--- src/rtl/disp_pkg.sv ---
// Shared definitions for the display VRAM read controller: FSM states,
// default burst geometry and the AXI OKAY response code.
package disp_pkg;

  typedef enum logic [2:0] {
    ST_IDLE   = 3'd0,
    ST_WAITVS = 3'd1,
    ST_HOLD   = 3'd2,
    ST_ARREQ  = 3'd3,
    ST_DATA   = 3'd4
  } disp_state_e;

  localparam int unsigned DEF_BURST_LEN    = 16;
  localparam int unsigned DEF_BUS_BYTES    = 8;
  localparam int unsigned DEF_FRAME_BURSTS = 9600;

  localparam logic [1:0] RRESP_OKAY = 2'b00;

endpackage

--- src/rtl/disp_vsync_edge.sv ---
// Brings the active-low VSYNC into the ACLK domain and emits a one-cycle
// frame-start pulse on each synchronized falling edge.
module disp_vsync_edge (
  input  logic clk_i,
  input  logic rst_i,
  input  logic vsync_x_i,
  output logic frame_start_o
);

  logic meta_q;
  logic sync_q;
  logic prev_q;

  // Two-flop synchronizer plus history flop; all reset high (VSYNC inactive)
  always_ff @(posedge clk_i) begin
    if (rst_i) begin
      meta_q <= 1'b1;
      sync_q <= 1'b1;
      prev_q <= 1'b1;
    end else begin
      meta_q <= vsync_x_i;
      sync_q <= meta_q;
      prev_q <= sync_q;
    end
  end

  assign frame_start_o = prev_q & ~sync_q;

endmodule

--- src/rtl/disp_vramctrl.sv ---
// Display VRAM read controller: one AXI read burst at a time per frame.
// Optional RRESP error flag enabled by defining DISP_RRESP_CHECK_EN.
module disp_vramctrl
  import disp_pkg::*;
#(
  parameter int unsigned BURST_LEN    = DEF_BURST_LEN,
  parameter int unsigned BUS_BYTES    = DEF_BUS_BYTES,
  parameter int unsigned FRAME_BURSTS = DEF_FRAME_BURSTS
) (
  input  logic        ACLK,
  input  logic        ARST,
  input  logic        DSP_VSYNC_X,
  input  logic        DISPON,
  input  logic [31:0] DISPADDR,
  input  logic        FIFO_ROOM,
  output logic [31:0] ARADDR,
  output logic [7:0]  ARLEN,
  output logic        ARVALID,
  input  logic        ARREADY,
  input  logic        RVALID,
  input  logic        RLAST,
  input  logic [1:0]  RRESP,
  output logic        RREADY,
  output logic        FIFO_WR,
  output logic        RD_ERR
);

  localparam int unsigned CNT_W     = $clog2(FRAME_BURSTS + 1);
  localparam logic [31:0] ADDR_STEP = 32'(BURST_LEN * BUS_BYTES);
  localparam logic [CNT_W-1:0] CNT_LAST = CNT_W'(FRAME_BURSTS);

  disp_state_e      state_q, state_d;
  logic [31:0]      addr_q, addr_d;
  logic [CNT_W-1:0] cnt_q, cnt_d;
  logic             frame_start_s;
  logic             latch_s;

  disp_vsync_edge u_vsync_edge (
    .clk_i         (ACLK),
    .rst_i         (ARST),
    .vsync_x_i     (DSP_VSYNC_X),
    .frame_start_o (frame_start_s)
  );

  // State, address and burst-count registers
  always_ff @(posedge ACLK) begin
    if (ARST) begin
      state_q <= ST_IDLE;
      addr_q  <= 32'h0000_0000;
      cnt_q   <= '0;
    end else begin
      state_q <= state_d;
      addr_q  <= addr_d;
      cnt_q   <= cnt_d;
    end
  end

  // Next-state logic; a frame start outside WAITVS is deliberately ignored
  always_comb begin
    state_d = state_q;
    addr_d  = addr_q;
    cnt_d   = cnt_q;
    latch_s = 1'b0;
    case (state_q)
      ST_IDLE: begin
        if (DISPON) state_d = ST_WAITVS;
        else        state_d = ST_IDLE;
      end
      ST_WAITVS: begin
        if (frame_start_s && DISPON) begin
          state_d = ST_HOLD;
          addr_d  = DISPADDR;
          cnt_d   = '0;
          latch_s = 1'b1;
        end else if (!DISPON && !frame_start_s) begin
          state_d = ST_IDLE;
        end else begin
          state_d = ST_WAITVS;
        end
      end
      ST_HOLD: begin
        if (!DISPON)        state_d = ST_WAITVS;
        else if (FIFO_ROOM) state_d = ST_ARREQ;
        else                state_d = ST_HOLD;
      end
      ST_ARREQ: begin
        if (ARREADY) begin
          state_d = ST_DATA;
          addr_d  = addr_q + ADDR_STEP;
          cnt_d   = cnt_q + CNT_W'(1);
        end else begin
          state_d = ST_ARREQ;
        end
      end
      ST_DATA: begin
        if (RVALID && RLAST) begin
          if ((cnt_q == CNT_LAST) || !DISPON) state_d = ST_WAITVS;
          else                                state_d = ST_HOLD;
        end else begin
          state_d = ST_DATA;
        end
      end
      default: state_d = ST_IDLE;
    endcase
  end

  assign ARADDR  = addr_q;
  assign ARLEN   = 8'(BURST_LEN - 1);
  assign ARVALID = (state_q == ST_ARREQ);
  assign RREADY  = (state_q == ST_DATA);
  assign FIFO_WR = RVALID & RREADY;

`ifdef DISP_RRESP_CHECK_EN
  logic rd_err_q, rd_err_d;

  // Sticky error: cleared by a new frame latch, set by any non-OKAY beat
  always_comb begin
    if (latch_s)                              rd_err_d = 1'b0;
    else if (FIFO_WR && (RRESP != RRESP_OKAY)) rd_err_d = 1'b1;
    else                                      rd_err_d = rd_err_q;
  end

  // Error flag register
  always_ff @(posedge ACLK) begin
    if (ARST) rd_err_q <= 1'b0;
    else      rd_err_q <= rd_err_d;
  end

  assign RD_ERR = rd_err_q;
`else
  logic unused_rresp_s;
  assign unused_rresp_s = ^{RRESP, latch_s};
  assign RD_ERR         = 1'b0;
`endif

endmodule

--- config.mk ---
export PLATFORM = sky130hd
export DESIGN_NAME = disp_vramctrl
export DESIGN_NICKNAME = d
export VERILOG_FILES = /design/src/rtl/disp_pkg.sv /design/src/rtl/disp_vsync_edge.sv /design/src/rtl/disp_vramctrl.sv
export SDC_FILE = /design/constraint.sdc
export NUM_CORES = 1
export LEC_CHECK = 0
export BUFFER_PORTS_ARGS = -buffer_cell sky130_fd_sc_hd__buf_2
export CAP_MARGIN = 5
export CORE_ASPECT_RATIO = 0.7
export CORE_UTILIZATION = 53
export DETAILED_ROUTE_END_ITERATION = 6
export GPL_TIMING_DRIVEN = 0
export PLACE_DENSITY = 0.92
export SETUP_SLACK_MARGIN = 0.3
export SLEW_MARGIN = 20
export SYNTH_ARGS = -nofsm -noshare
export SYNTH_HDL_FRONTEND = slang
export SYNTH_SLANG_ARGS = --single-unit
--- constraint.sdc ---
create_clock -name ACLK -period 2.3 [get_ports ACLK]
set_input_delay 0 -clock ACLK [delete_from_list [all_inputs] [get_ports ACLK]]
set_output_delay 0 -clock ACLK [all_outputs]
set_load 0.01 [all_outputs]
* After elaboration in Yosys (flattened, before gate mapping) *
Cells that the tools add are included.

cells by class
  $add $sub $neg = 2
  equality and inequality tests = 7
  mux-type cells = 15
  bitwise gates (word level) = 3
  reduce and logical (&&, ||, !) cells = 9

operator list
  kind                                                    number
  two-way mux 32 bit                                      2
  one-hot mux 32 bit (2 select lines)                     1
  adder 32 x 8 -> 32 bit (second input constant)          1
  two-way mux 14 bit                                      2
  one-hot mux 14 bit (2 select lines)                     1
  one-hot mux 3 bit (5 select lines)                      1
  adder 14 x 1 -> 14 bit (second input constant)          1
  == test 14 bit (second input constant)                  1
  == test 3 x 2 -> 1 bit (second input constant)          2
  two-way mux 2 bit                                       3
  two-way mux 3 bit                                       2
  == test 3 x 1 -> 1 bit (second input constant)          1
  == test 3 bit (second input constant)                   1
  logical AND 1 bit                                       3
  logical NOT 3 bit                                       1
  two-way mux 1 bit                                       3
  AND reduction 3 bit                                     1
  bitwise AND 1 bit                                       2
  logical NOT 1 bit                                       2
  inequality test 2 x 1 -> 1 bit (second input constant)  1
  inequality test 2 bit (second input constant)           1
  nonzero test 2 bit                                      1
  logical OR 1 bit                                        1
  inverter 1 bit                                          1

word-level totals
  register bits after elaboration = 52
  bits of input ports = 42
  output and inout port bits = 44
  word-level logic and storage cells = 42

* Depth between registers and ports, before layout *
Gate-level depths: netlist (run 1).

  depth after elaboration = 7
  gate-level depth with buffers = 9
  gate-level depth less buffers = 6

* Modules after synthesis *
Synthesis (run 1) repeated with hierarchy kept, for this count alone.

second synthesis, totals
  cell total of the unflattened synthesis = 396
  area, all modules = 3170.5 µm²

modules (own cells, without submodules)
  module           times used  cells each  area an instance (µm²)  sequential area each (µm²)
  disp_vramctrl    1           389         3085.5                  980.9
  disp_vsync_edge  1           7           85.1                    60.1

* Least setup slack after synthesis (run 1) *
No wires, ideal clock.

  kind = register -> register
  start point = register addr_q[7], in the netlist ARADDR[7]
  end point = register addr_q[23], in the netlist ARADDR[23]
  setup time = 74 ps
  arrival = 1676 ps
  data required time = 2226 ps
  slack = 549 ps
  stages on the path, launching flop included = 6
  buffers on the path = 0
  period minus slack after synthesis = 1751 ps
  cells stage by stage = dfxtp_1 ha_1 nand4_1 nor4_1 mux2_2 a31oi_1

between the ends
  cells in the longest elaborated chain, start to end = 3

ends and longest elaborated chain
  item                                 RTL line             RTL
  from (decl)                          disp_vramctrl.sv:33  logic [31:0] addr_q, addr_d;
  from (signal assigned)               disp_vramctrl.sv:53  addr_q <= addr_d;
  adder 32 x 8 -> 32 bit               disp_vramctrl.sv:89  addr_d = addr_q + ADDR_STEP;
  two-way mux 32 bit                   disp_vramctrl.sv:87  if (ARREADY) begin
  one-hot mux 32 bit (2 select lines)  disp_vramctrl.sv:64  case (state_q)

No other way between the ends. The select of a mux whose other input is x is not followed.
A chain may end at the register's enable or synchronous reset.

* Final worst setup path (run 1) *
  start point = register addr_q[9], in the netlist ARADDR[9]
  end point = register addr_q[24], in the netlist ARADDR[24]

Same word-level chain as after synthesis.

==> results of run 1 <==
==> layout make-up <==
| cell class | count | share of cell area [%] |
|---|---|---|
| buffer | 35 | 5.33 |
| clock buffer | 5 | 1.73 |
| clock inverter | 3 | 0.565 |
| inverter | 7 | 0.659 |
| multi-input combinational | 307 | 49.2 |
| sequential | 52 | 26.2 |
| tap | 75 | 2.35 |
| timing repair buffer | 94 | 14.0 |
==> state kept, by name (all words and copies together), names as in the netlist <==
name	cells
u_vsync_edge.sync_q	1
state_q	3
u_vsync_edge.prev_q	1
u_vsync_edge.meta_q	1
ARADDR	32
cnt_q	14
==> cell families (layout without fill, tap and decap cells) <==
| family | count (synthesis) | after routing | synth area share [%] |
|---|---|---|---|
| simple gates | 174 | 174 | 31.5 |
| compound gates | 108 | 108 | 22.7 |
| flops | 52 | 52 | 33.2 |
| buf+inv | 42 | 144 | 7.06 |
| xor+xnor | 7 | 7 | 1.96 |
| mux | 5 | 5 | 1.68 |
| fa+ha+maj | 4 | 4 | 1.60 |
| other cells | 2 | 9 | 0.240 |
==> metal layers <==
layer	vias to the layer above	track usage, %	wire, µm
met5	-	0	0
met4	0	12.7	378
met3	63	7.24	1330
met2	298	50.3	4380
met1	1669	42.7	3970
li1	1673	-	-
==> Yosys cell counts, drive strengths merged (3+ instances only) <==
master   number
dfxtp        52
nand2        40
a21oi        29
nor2         23
buf          22
a31oi        17
o21ai        16
and3         15
clkbuf       13
nand3        13
nand4        12
and2         11
inv           7
nand2b        7
nor3          7
o211ai        6
a211oi        5
and4          5
nand4b        5
nor4          5
or2           5
or4           5
a21o          4
ha            4
nor2b         4
nor3b         4
o2111ai       4
o221ai        4
o22ai         4
or3           4
xor2          4
a2111oi       3
a22oi         3
mux2i         3
nand3b        3
o311ai        3
xnor2         3
==> through the flow <==
step,setup slack (ns),cell area (µm²)
after global routing,0.285,3990
final,0.378,3990
after CTS,0.317,3900
after detailed placement,0.293,3630
after floorplan,0.549,3160
after global placement,0.336,3630
==> what timing repair did <==
action / CTS / global route
gates resized for setup: 4 / 28
endpoints found under the setup margin: 4 / 27
hold endpoints to repair: 15 / 0
hold buffers: 15 / 0
pin swaps: 0 / 1
setup buffers: 2 / 3
gates cloned: 0 / 0
==> worst max path at each step <==
stage,slack (ns),cells after the start,to,start
floorplan,0.55,5,ARADDR[23]$_SDFFE_PP0P_,ARADDR[7]$_SDFFE_PP0P_
global placement,0.34,5,ARADDR[29]$_SDFFE_PP0P_,ARADDR[7]$_SDFFE_PP0P_
detailed placement,0.29,5,ARADDR[29]$_SDFFE_PP0P_,ARADDR[7]$_SDFFE_PP0P_
CTS,0.32,9,ARADDR[25]$_SDFFE_PP0P_,u_vsync_edge.prev_q$_SDFF_PP1_
global route,0.28,8,ARADDR[27]$_SDFFE_PP0P_,u_vsync_edge.prev_q$_SDFF_PP1_
finish,0.38,4,ARADDR[24]$_SDFFE_PP0P_,ARADDR[9]$_SDFFE_PP0P_
==> worst max-delay path, delay by kind of cell, from the launching register on <==
kind             cells  cell delay (ns)
flip-flops           1             0.51
AO/OA/AOI/OAI        1             0.16
AND/OR/NAND/NOR      3             1.19
==> power groups by stage <==
stage	clock network (mW)	logic [mW]	registers [mW]
2_1_floorplan	0	0.0705	0.938
3_3_place_gp	0	0.128	0.937
3_5_place_dp	0	0.131	0.937
4_1_cts	0.561	0.151	0.916
5_1_grt	0.589	0.174	0.918
6_report	0.550	0.160	0.917
==> out/results.ini, run 1 <==
[setup_path]
cp-start-kind = register
slowest_delay_ns = 0.56
crit_path_top_delay_cell = or4_1
cp-end-kind = register
cp.required_ns = 2.55
path_max_fanout = 9
regToRegEndpoint = ARADDR[24]$_SDFFE_PP0P_
r2r-start = ARADDR[9]$_SDFFE_PP0P_
path_cells = and4_1 > nand3_1 > or4_1 > a31oi_1
ff2ff_setup_slack_ns = 0.38
arrival_ns = 2.17
r2r_cells = 4
crit_type = register to register

[synthesis]
ys.flop_type = dfxtp_1
synth-seq-cells = 52
syn_avg_cell_area_um2 = 7.96
yosysTopAreaCell = dfxtp_1
async_flop_share_pct = 0
yosys_warnings = 0
synth.cell_area_mm2 = 0.00314
synth_top_area_share_pct = 33.2
yosysSeqAreaShare_pct = 33.2
synth.distinct_cells = 61
synthTopCellsByArea = dfxtp_1 (33%), nand2_1 (4.8%), a21oi_1 (4.6%)
synth_enable_flop_cells = 0
syn-instance-count = 394

[clock_tree]
cts_max_level = 2
clk_pin_slew_ns = 0.10
worstSkewPairLatency_ns = 0.32
cts_tree = yes
numClockSinks = 52
cts_buffers = 5
cts_root_buf = clkbuf_8
clockBufferDepth = 2

[hold_path]
worstHoldStart = RLAST
whs_path_depth = 4
whs_endpoint = state_q[2]$_SDFF_PP0_
worst_hold_path_type = input port to register

[final_layout]
final_cells = 578
layout-drive-gt1-share_pct = 27.8
finalNetCount = 548
nFillCells = 439
multiInputGateArea_mm2 = 0.00196
final_common_cell = buf_2
seq_area_mm2 = 0.00104
fin_util_pct = 69.7
final_cell_mix = buf_2 (80), dfxtp_1 (50), nand2_1 (40)
antenna_cells = 0
area_growth_pct = 27.2

[place]
dp_hpwl_um = 6730
globalplace.congestion = 0.946
place_inst = 550
port_buffers = 74

[power_and_ir_drop]
power.density_mw_per_mm2 = 408
p_int_mw = 1.21
pwr-share-clk_pct = 33.8
p_leak_nw = 1.61
peakVddDrop_v = 0.000311
power_frac_comb_pct = 9.8
p_switching_mw = 0.418
switching_share_pct = 25.7
seq_power_share_pct = 56.4
fin_total_pwr_mw = 1.63

[routing]
antenna_left = 0
firstDrtPassIters = 6
num_vias = 3703
drc_errors = 0
via_per_inst = 6.41
drt_iter0_markers = 570
post_drt_wl_per_cell_um = 17.4
routed_wl_um = 10100

[floorplanning]
die_h_um = 66.4
ios = 86
core_area_mm2 = 0.00573
initial_core_util_pct = 54.8
die_w_um = 93.9
std_cell_rows = 23
dieArea_mm2 = 0.00623

[global_route]
grt_pass1_vias = 3226
grt_max_degree = 18
antenna_found_initial = 0
grt_pass1_wl_um = 15300
overflow = 0
grt_use_total_pct = 32.1

[timing]
fin_hold_ws_ns = 0.00437
min_period_ns = 1.92
worst_pin_slew_ns = 0.621
setup_viol = 0
slew_violations = 0
finalHoldViolations = 0
rsz0062_at_grt = true
fin_setup_tns_ns = 0
finalCritPeriodShare_pct = 83.6
slew-limit-headroom_pct = 58.6
finClkSkew_ns = 0.0119
timing.fmax_mhz = 520

[run_status]
status = finished, final reports clean

[job]
max_cap_viol_count = 0

Power figures use the tool's default switching activity.
==> run 2, diff against run 1 <==
--- a/config.mk
+++ b/config.mk
@@ -5,13 +5,14 @@
 export SDC_FILE = /design/constraint.sdc
 export NUM_CORES = 1
 export LEC_CHECK = 0
+export ABC_AREA = 1
 export BUFFER_PORTS_ARGS = -buffer_cell sky130_fd_sc_hd__buf_2
 export CAP_MARGIN = 5
 export CORE_ASPECT_RATIO = 0.7
-export CORE_UTILIZATION = 53
+export CORE_UTILIZATION = 52
 export DETAILED_ROUTE_END_ITERATION = 6
 export GPL_TIMING_DRIVEN = 0
-export PLACE_DENSITY = 0.92
+export PLACE_DENSITY = 0.91
 export SETUP_SLACK_MARGIN = 0.3
 export SLEW_MARGIN = 20
 export SYNTH_ARGS = -nofsm -noshare
==> constraint.sdc (replaced) <==
create_clock -name ACLK -period 1.97 [get_ports ACLK]
set_input_delay 0 -clock ACLK [delete_from_list [all_inputs] [get_ports ACLK]]
set_output_delay 0 -clock ACLK [all_outputs]
set_load 0.01 [all_outputs]
==> out/results.ini, run 2 <==
[final_layout]
antenna_cells = 0  ; unchanged
final_cell_mix = nand2_1 (83), buf_2 (79), nor2_1 (62)
fin_area_mm2 = 0.00397  ; -0.56%
finalNetCount = 618  ; +13%
largest_reg_flops = 32  ; unchanged
final_cells = 645  ; +12%
fin_util_pct = 73.9  ; +4.2 points
final_common_cell = nand2_1
layout-drive-gt1-share_pct = 24.4  ; -3.4 points
area_growth_pct = 33.2

[place]
detailedPlace.worstSlack_ns = 0.167  ; -0.126 ns
placed_area_mm2 = 0.00346  ; -4.5%
dp_hpwl_um = 6170  ; -8.4%
place_inst = 608  ; +11%
port_buffers = 74  ; unchanged
globalplace.congestion = 0.922  ; -2.5%

[synthesis]
yosysMostFrequentCell = nand2_1
yosysSeqAreaShare_pct = 35.0  ; +1.8 points
ys.flop_type = dfxtp_1
synth-seq-cells = 52  ; unchanged
synth_top_area_share_pct = 35.0  ; +1.8 points
yosys_warnings = 0  ; unchanged
synth.distinct_cells = 32  ; -48%
syn_avg_cell_area_um2 = 6.54  ; -18%
yosysTopAreaCell = dfxtp_1
synth.cell_area_mm2 = 0.00298  ; -5.1%
synthTopCellsByArea = dfxtp_1 (35%), nand2_1 (11%), a21oi_1 (9.1%)
async_flop_share_pct = 0  ; unchanged
synth_enable_flop_cells = 0  ; unchanged
syn-instance-count = 455  ; +15%
ys_top_cells_by_count = nand2_1 (85), nor2_1 (72), a21oi_1 (54)

[setup_path]
cp.required_ns = 2.22  ; -0.33 ns
arrival_ns = 1.92  ; -0.25 ns
cp-start-kind = register
regToRegEndpoint = ARADDR[21]$_SDFFE_PP0P_
r2r_cells = 8  ; +4
crit_type = register to register
path_max_fanout = 4  ; -5
cp-end-kind = register
ff2ff_setup_slack_ns = 0.29  ; -0.09 ns
r2r-start = ARADDR[8]$_SDFFE_PP0P_

[routing]
post_drt_wl_per_cell_um = 15.3  ; -12%
via_per_inst = 5.74  ; -10%
num_vias = 3700  ; -0.081%
antenna_left = 0  ; unchanged
routed_wl_um = 9870  ; -1.9%
drc_errors = 0  ; unchanged
drt_iter0_markers = 545  ; -4.4%
firstDrtPassIters = 5  ; -1

[global_route]
antenna_found_initial = 0  ; unchanged
grt_pass1_wl_um = 14700  ; -4.4%
grt_max_degree = 16  ; -2
grt_use_total_pct = 30.9  ; -1.2 points
overflow = 0  ; unchanged
grt_pass1_vias = 3129  ; -3.0%

[power_and_ir_drop]
power.density_mw_per_mm2 = 515  ; +26%
p_leak_nw = 1.76  ; +9.5%
peakVddDrop_v = 0.000237  ; -24%

[timing]
setup_ws_ns = 0.292  ; -0.0857 ns
min_period_ns = 1.68  ; -0.244 ns
timing.fmax_mhz = 596  ; +15%
finalCritPeriodShare_pct = 85.2  ; +1.6 points
worst_pin_slew_ns = 0.529  ; -0.0921 ns
rsz0062_at_grt = true
fin_hold_ws_ns = -0.00804  ; -0.0124 ns
fin_setup_tns_ns = 0  ; unchanged
setup_viol = 0  ; unchanged
finalHoldViolations = 1  ; +1
finClkSkew_ns = 0.00720  ; -0.00467 ns
slew_violations = 0  ; unchanged
slew-limit-headroom_pct = 64.7  ; +6.1 points

[hold_path]
whs_endpoint = ARADDR[30]$_SDFFE_PP0P_
worst_hold_path_type = input port to register
worstHoldStart = DISPADDR[30]
whs_path_depth = 3  ; -1

[job]
max_cap_viol_count = 0  ; unchanged

[clock_tree]
cts_tree = yes
numClockSinks = 52  ; unchanged
clk_pin_slew_ns = 0.09  ; about the same
cts_root_buf = clkbuf_8
cts_max_level = 2  ; unchanged
worstSkewPairLatency_ns = 0.32  ; about the same
clockBufferDepth = 2  ; unchanged
cts_buffers = 5  ; unchanged

[floorplanning]
die_h_um = 65.3  ; -1.6%
die_w_um = 92.4  ; -1.6%
initial_core_util_pct = 55.5  ; +0.70 points
dieArea_mm2 = 0.00604  ; -3.2%
core_area_mm2 = 0.00537  ; -6.3%
ios = 86  ; unchanged
std_cell_rows = 22  ; -4.3%

[run_status]
status = complete, but fails checks
failed_checks = hold timing

-- run 2: layout make-up --
type,instances,area (µm²)
flip-flops and latches,52,1050
clock buffers,6,72.6
inverters,40,150
fillers,393,1400
well taps,72,90.1
multi-input cells,346,1750
repair buffers,103,656
plain buffers,24,160
clock inverters,2,35.0
-- run 2: power by group --
part	switching (mW)	leakage (nW)	internal [mW]	total (mW)
Clock	0.372	0.0552	0.378	0.750
Combinational	0.101	1.29	0.111	0.212
Sequential	0.0165	0.422	1.06	1.08
-- run 2: cell families (layout without fill, tap and decap cells) --
| group | after synthesis | in the layout | synth area share, % |
|---|---|---|---|
| compound gates | 102 | 102 | 17.6 |
| xor+xnor | 9 | 9 | 2.65 |
| fa+ha+maj | 4 | 4 | 1.68 |
| buf+inv | 64 | 175 | 10.0 |
| flops | 52 | 52 | 35.0 |
| other cells | 2 | 9 | 0.252 |
| simple gates | 222 | 222 | 32.8 |
-- run 2: worst max-delay path, stage by stage (launching register included) --
cell and delay, ns:
dfxtp_1 0.41, ha_1 0.19, nand2_1 0.10, nor2_4 0.16, nand3_1 0.20, nor2_4 0.18
xor2_1 0.16, nand2_1 0.08, a21oi_1 0.13
-- run 2: worst max-delay path by stage --
stage	from	end	slack (ns)	cells past startpoint
after floorplan	ARADDR[7]$_SDFFE_PP0P_	ARADDR[21]$_SDFFE_PP0P_	0.46	8
after global placement	ARADDR[7]$_SDFFE_PP0P_	ARADDR[25]$_SDFFE_PP0P_	0.27	9
after detailed placement	ARADDR[7]$_SDFFE_PP0P_	ARADDR[25]$_SDFFE_PP0P_	0.17	9
after CTS	state_q[1]$_SDFF_PP0_	ARVALID	0.31	4
after global routing	ARADDR[8]$_SDFFE_PP0P_	ARADDR[29]$_SDFFE_PP0P_	0.21	9
final	ARADDR[8]$_SDFFE_PP0P_	ARADDR[21]$_SDFFE_PP0P_	0.29	8
-- run 2: metrics by stage --
| stage | hold WS (ns) | total power, mW |
|---|---|---|
| global placement | 0.183 | 1.25 |
| floorplan | 0.104 | 1.19 |
| detailed placement | 0.187 | 1.26 |
| finish | -0.00804 | 2.04 |
| global route | 0.0147 | 2.10 |
| CTS | 0.00463 | 2.01 |
-- run 2: repair_timing --
item,4_1_cts,5_1_grt
endpoints found under the setup margin,13,38
pin swaps,0,3
hold endpoints to repair,26,0
cloned,0,0
resized for setup,10,29
hold buffers,27,0
buffers inserted,0,2
-- run 2: per-layer routing --
layer / routed length, µm / up-vias / track usage (%)
met4: 410 / 0 / 13.5
met3: 1190 / 62 / 5.44
li1: - / 1706 / -
met2: 4380 / 284 / 48.8
met5: 0 / - / 0
met1: 3890 / 1648 / 41.6
==> run 3, diff against run 2 <==
--- a/config.mk
+++ b/config.mk
@@ -9,10 +9,10 @@
 export BUFFER_PORTS_ARGS = -buffer_cell sky130_fd_sc_hd__buf_2
 export CAP_MARGIN = 5
 export CORE_ASPECT_RATIO = 0.7
-export CORE_UTILIZATION = 52
+export CORE_UTILIZATION = 47
 export DETAILED_ROUTE_END_ITERATION = 6
 export GPL_TIMING_DRIVEN = 0
-export PLACE_DENSITY = 0.91
+export PLACE_DENSITY = 0.87
 export SETUP_SLACK_MARGIN = 0.3
 export SLEW_MARGIN = 20
 export SYNTH_ARGS = -nofsm -noshare
==> constraint.sdc (replaced) <==
create_clock -name ACLK -period 1.5 [get_ports ACLK]
set_input_delay 0 -clock ACLK [delete_from_list [all_inputs] [get_ports ACLK]]
set_output_delay 0 -clock ACLK [all_outputs]
set_load 0.01 [all_outputs]
==> out/results.ini, run 3 (synthesis gave the netlist of run 2 again) <==
[setup_path]
r2r-start = state_q[0]$_SDFF_PP0_
cp.required_ns = 1.73  ; -0.49 ns
crit_start = state_q[0]$_SDFF_PP0_
crit_path_top_delay_cell = dfxtp_4
cp_num_buf_inv = 2  ; +2
ff2ff_setup_slack_ns = -0.29  ; -0.58 ns
r2r_cells = 9  ; +1
crit_family = simple AND/OR/NAND/NOR gates
regToRegEndpoint = ARADDR[18]$_SDFFE_PP0P_
path_cells = nand2_4 > nor2_4 > nand2_2 > nand2_4 > bufbuf_16 > o21ai_1 > inv_1 > o21ai_1 > nor2_1
cp-end-kind = register
slowest_delay_ns = 0.42  ; about the same
path_max_fanout = 7  ; +3
cp-start-kind = register
arrival_ns = 2.02  ; +0.10 ns
crit_type = register to register
cp.depth = 9  ; +1

[clock_tree]
clockBufferDepth = 2  ; unchanged
cts_root_buf = clkbuf_8
cts_tree = yes
clk_pin_slew_ns = 0.12  ; +0.03 ns
cts_buffers = 5  ; unchanged
cts_max_level = 2  ; unchanged
worstSkewPairLatency_ns = 0.33  ; about the same
numClockSinks = 52  ; unchanged

[power_and_ir_drop]
fin_total_pwr_mw = 2.72  ; +33%
power.density_mw_per_mm2 = 567  ; +10%
p_leak_nw = 2.06  ; +17%
peakVddDrop_v = 0.000410  ; +73%

[timing]
setup_viol = 35  ; +35
fin_setup_tns_ns = -4.88  ; -4.88 ns
rsz0062_at_grt = true
slew_violations = 0  ; unchanged
worst_pin_slew_ns = 0.785  ; +0.255 ns
finalCritPeriodShare_pct = 119  ; +34 points
min_period_ns = 1.79  ; +0.108 ns
finClkSkew_ns = 0.0194  ; +0.0122 ns
setup_ws_ns = -0.285  ; -0.578 ns
finalHoldViolations = 1  ; unchanged
fin_hold_ws_ns = -0.00612  ; +0.00192 ns
timing.fmax_mhz = 560  ; -6.0%
slew-limit-headroom_pct = 47.7  ; -17 points

[place]
dp_hpwl_um = 6490  ; +5.2%
globalplace.congestion = 0.924  ; +0.22%
detailedPlace.worstSlack_ns = -0.141  ; -0.308 ns
port_buffers = 74  ; unchanged

[routing]
num_vias = 4379  ; +18%
routed_wl_um = 14700  ; +49%
post_drt_wl_per_cell_um = 21.6  ; +41%
firstDrtPassIters = 7  ; +2
drc_errors = 258  ; +258
via_per_inst = 6.45  ; +12%
antenna_left = 0  ; unchanged
drt_iter0_markers = 787  ; +44%

[job]
max_cap_viol_count = 0  ; unchanged

[final_layout]
final_common_cell = nand2_1
finalNetCount = 649  ; +5.0%
fin_util_pct = 81.2  ; +7.3 points
largest_reg_flops = 32  ; unchanged
area_growth_pct = 61.0
final_cell_mix = nand2_1 (73), buf_2 (71), nor2_1 (50)
layout-drive-gt1-share_pct = 42.7  ; +18 points
antenna_cells = 0  ; unchanged
nFillCells = 323  ; -18%

[global_route]
grt_max_degree = 19  ; +3
grt_pass1_wl_um = 16700  ; +14%
grt_use_total_pct = 31.7  ; +0.74 points
overflow = 0  ; unchanged
antenna_found_initial = 0  ; unchanged
grt_pass1_vias = 3449  ; +10%

[floorplanning]
core_area_mm2 = 0.00590  ; +9.9%
die_h_um = 68.6  ; +5.0%
die_w_um = 97.1  ; +5.1%
ios = 86  ; unchanged
initial_core_util_pct = 50.5  ; -5.0 points
dieArea_mm2 = 0.00666  ; +10%
std_cell_rows = 23  ; +4.5%

[hold_path]
whs_endpoint = ARADDR[26]$_SDFFE_PP0P_
worstHoldStart = DISPADDR[26]
worst_hold_path_type = input port to register
whs_path_depth = 3  ; unchanged

[run_status]
status = complete, but fails checks
failed_checks = DRC, hold timing, setup timing

==> run 3: changes by cell type in the layout (fill, tap and decap cells not counted), moves of 9 or more <==
cell	before	now
a21oi_1	53	38
a21oi_2	1	15
buf_4	11	30
buf_6	2	11
dfxtp_1	49	30
dfxtp_2	1	14
nand2_1	83	73
nor2_1	62	50
nor2_4	8	22
o21ai_0	39	14
o21ai_1	3	13
o21ai_2	0	15
==> run 3: power by group <==
group          internal [mW]  total (mW)  leakage, nW  switching [mW]
Combinational          0.181       0.359         1.58           0.178
Clock                  0.347       0.939       0.0506           0.592
Sequential              1.39        1.42        0.432          0.0299
==> run 3: per-stage QoR <==
stage	std cells	cell area [µm²]	hold WS [ns]
CTS	661	4240	-0.0137
global placement	611	3620	0.184
floorplan	462	3150	0.104
finish	679	4790	-0.00612
detailed placement	611	3620	0.188
global route	679	4790	-0.0102
==> run 3: final cells by class <==
type / count / area, µm² / area share, %
Buffer: 24 / 235 / 4.91
Clock buffer: 5 / 68.8 / 1.44
Clock inverter: 3 / 26.3 / 0.548
Inverter: 40 / 163 / 3.39
Multi-Input combinational cell: 347 / 2120 / 44.2
Sequential cell: 52 / 1090 / 22.7
Tap cell: 75 / 93.8 / 1.96
Timing Repair Buffer: 133 / 998 / 20.8
==> run 3: what timing repair did <==
| action | in CTS | in global routing |
|---|---|---|
| buffers inserted | 13 | 16 |
| gates resized for setup | 44 | 124 |
| hold endpoints to repair | 28 | 0 |
| endpoints found under the setup margin | 45 | 52 |
| gates cloned | 2 | 2 |
| hold buffers | 27 | 0 |
| pin swaps | 12 | 30 |
==> run 3: worst max path at each step <==
| stage | to | slack [ns] |
|---|---|---|
| 2_1_floorplan | ARADDR[21]$_SDFFE_PP0P_ | 0.14 |
| 3_3_place_gp | ARADDR[15]$_SDFFE_PP0P_ | -0.05 |
| 3_5_place_dp | ARADDR[15]$_SDFFE_PP0P_ | -0.14 |
| 4_1_cts | cnt_q[12]$_SDFFE_PP0P_ | 0.02 |
| 5_1_grt | ARADDR[18]$_SDFFE_PP0P_ | -0.37 |
| 6_report | ARADDR[18]$_SDFFE_PP0P_ | -0.29 |
==> run 3: metal layers <==
layer | up-vias | track usage [%] | share of wire (%) | wire length [µm]
met1 | 1930 | 41.1 | 35 | 5090
met2 | 488 | 52.1 | 42 | 6100
met5 | - | 0 | 0 | 0
met4 | 0 | 13.6 | 8.9 | 1310
li1 | 1778 | - | - | -
met3 | 183 | 6.65 | 15 | 2160
==> run 3: tightest hold or removal path, delay by kind of cell <==
kind | cells | cell delay, ns
compound gates | 2 | 0.20
buf+inv | 1 | 0.08
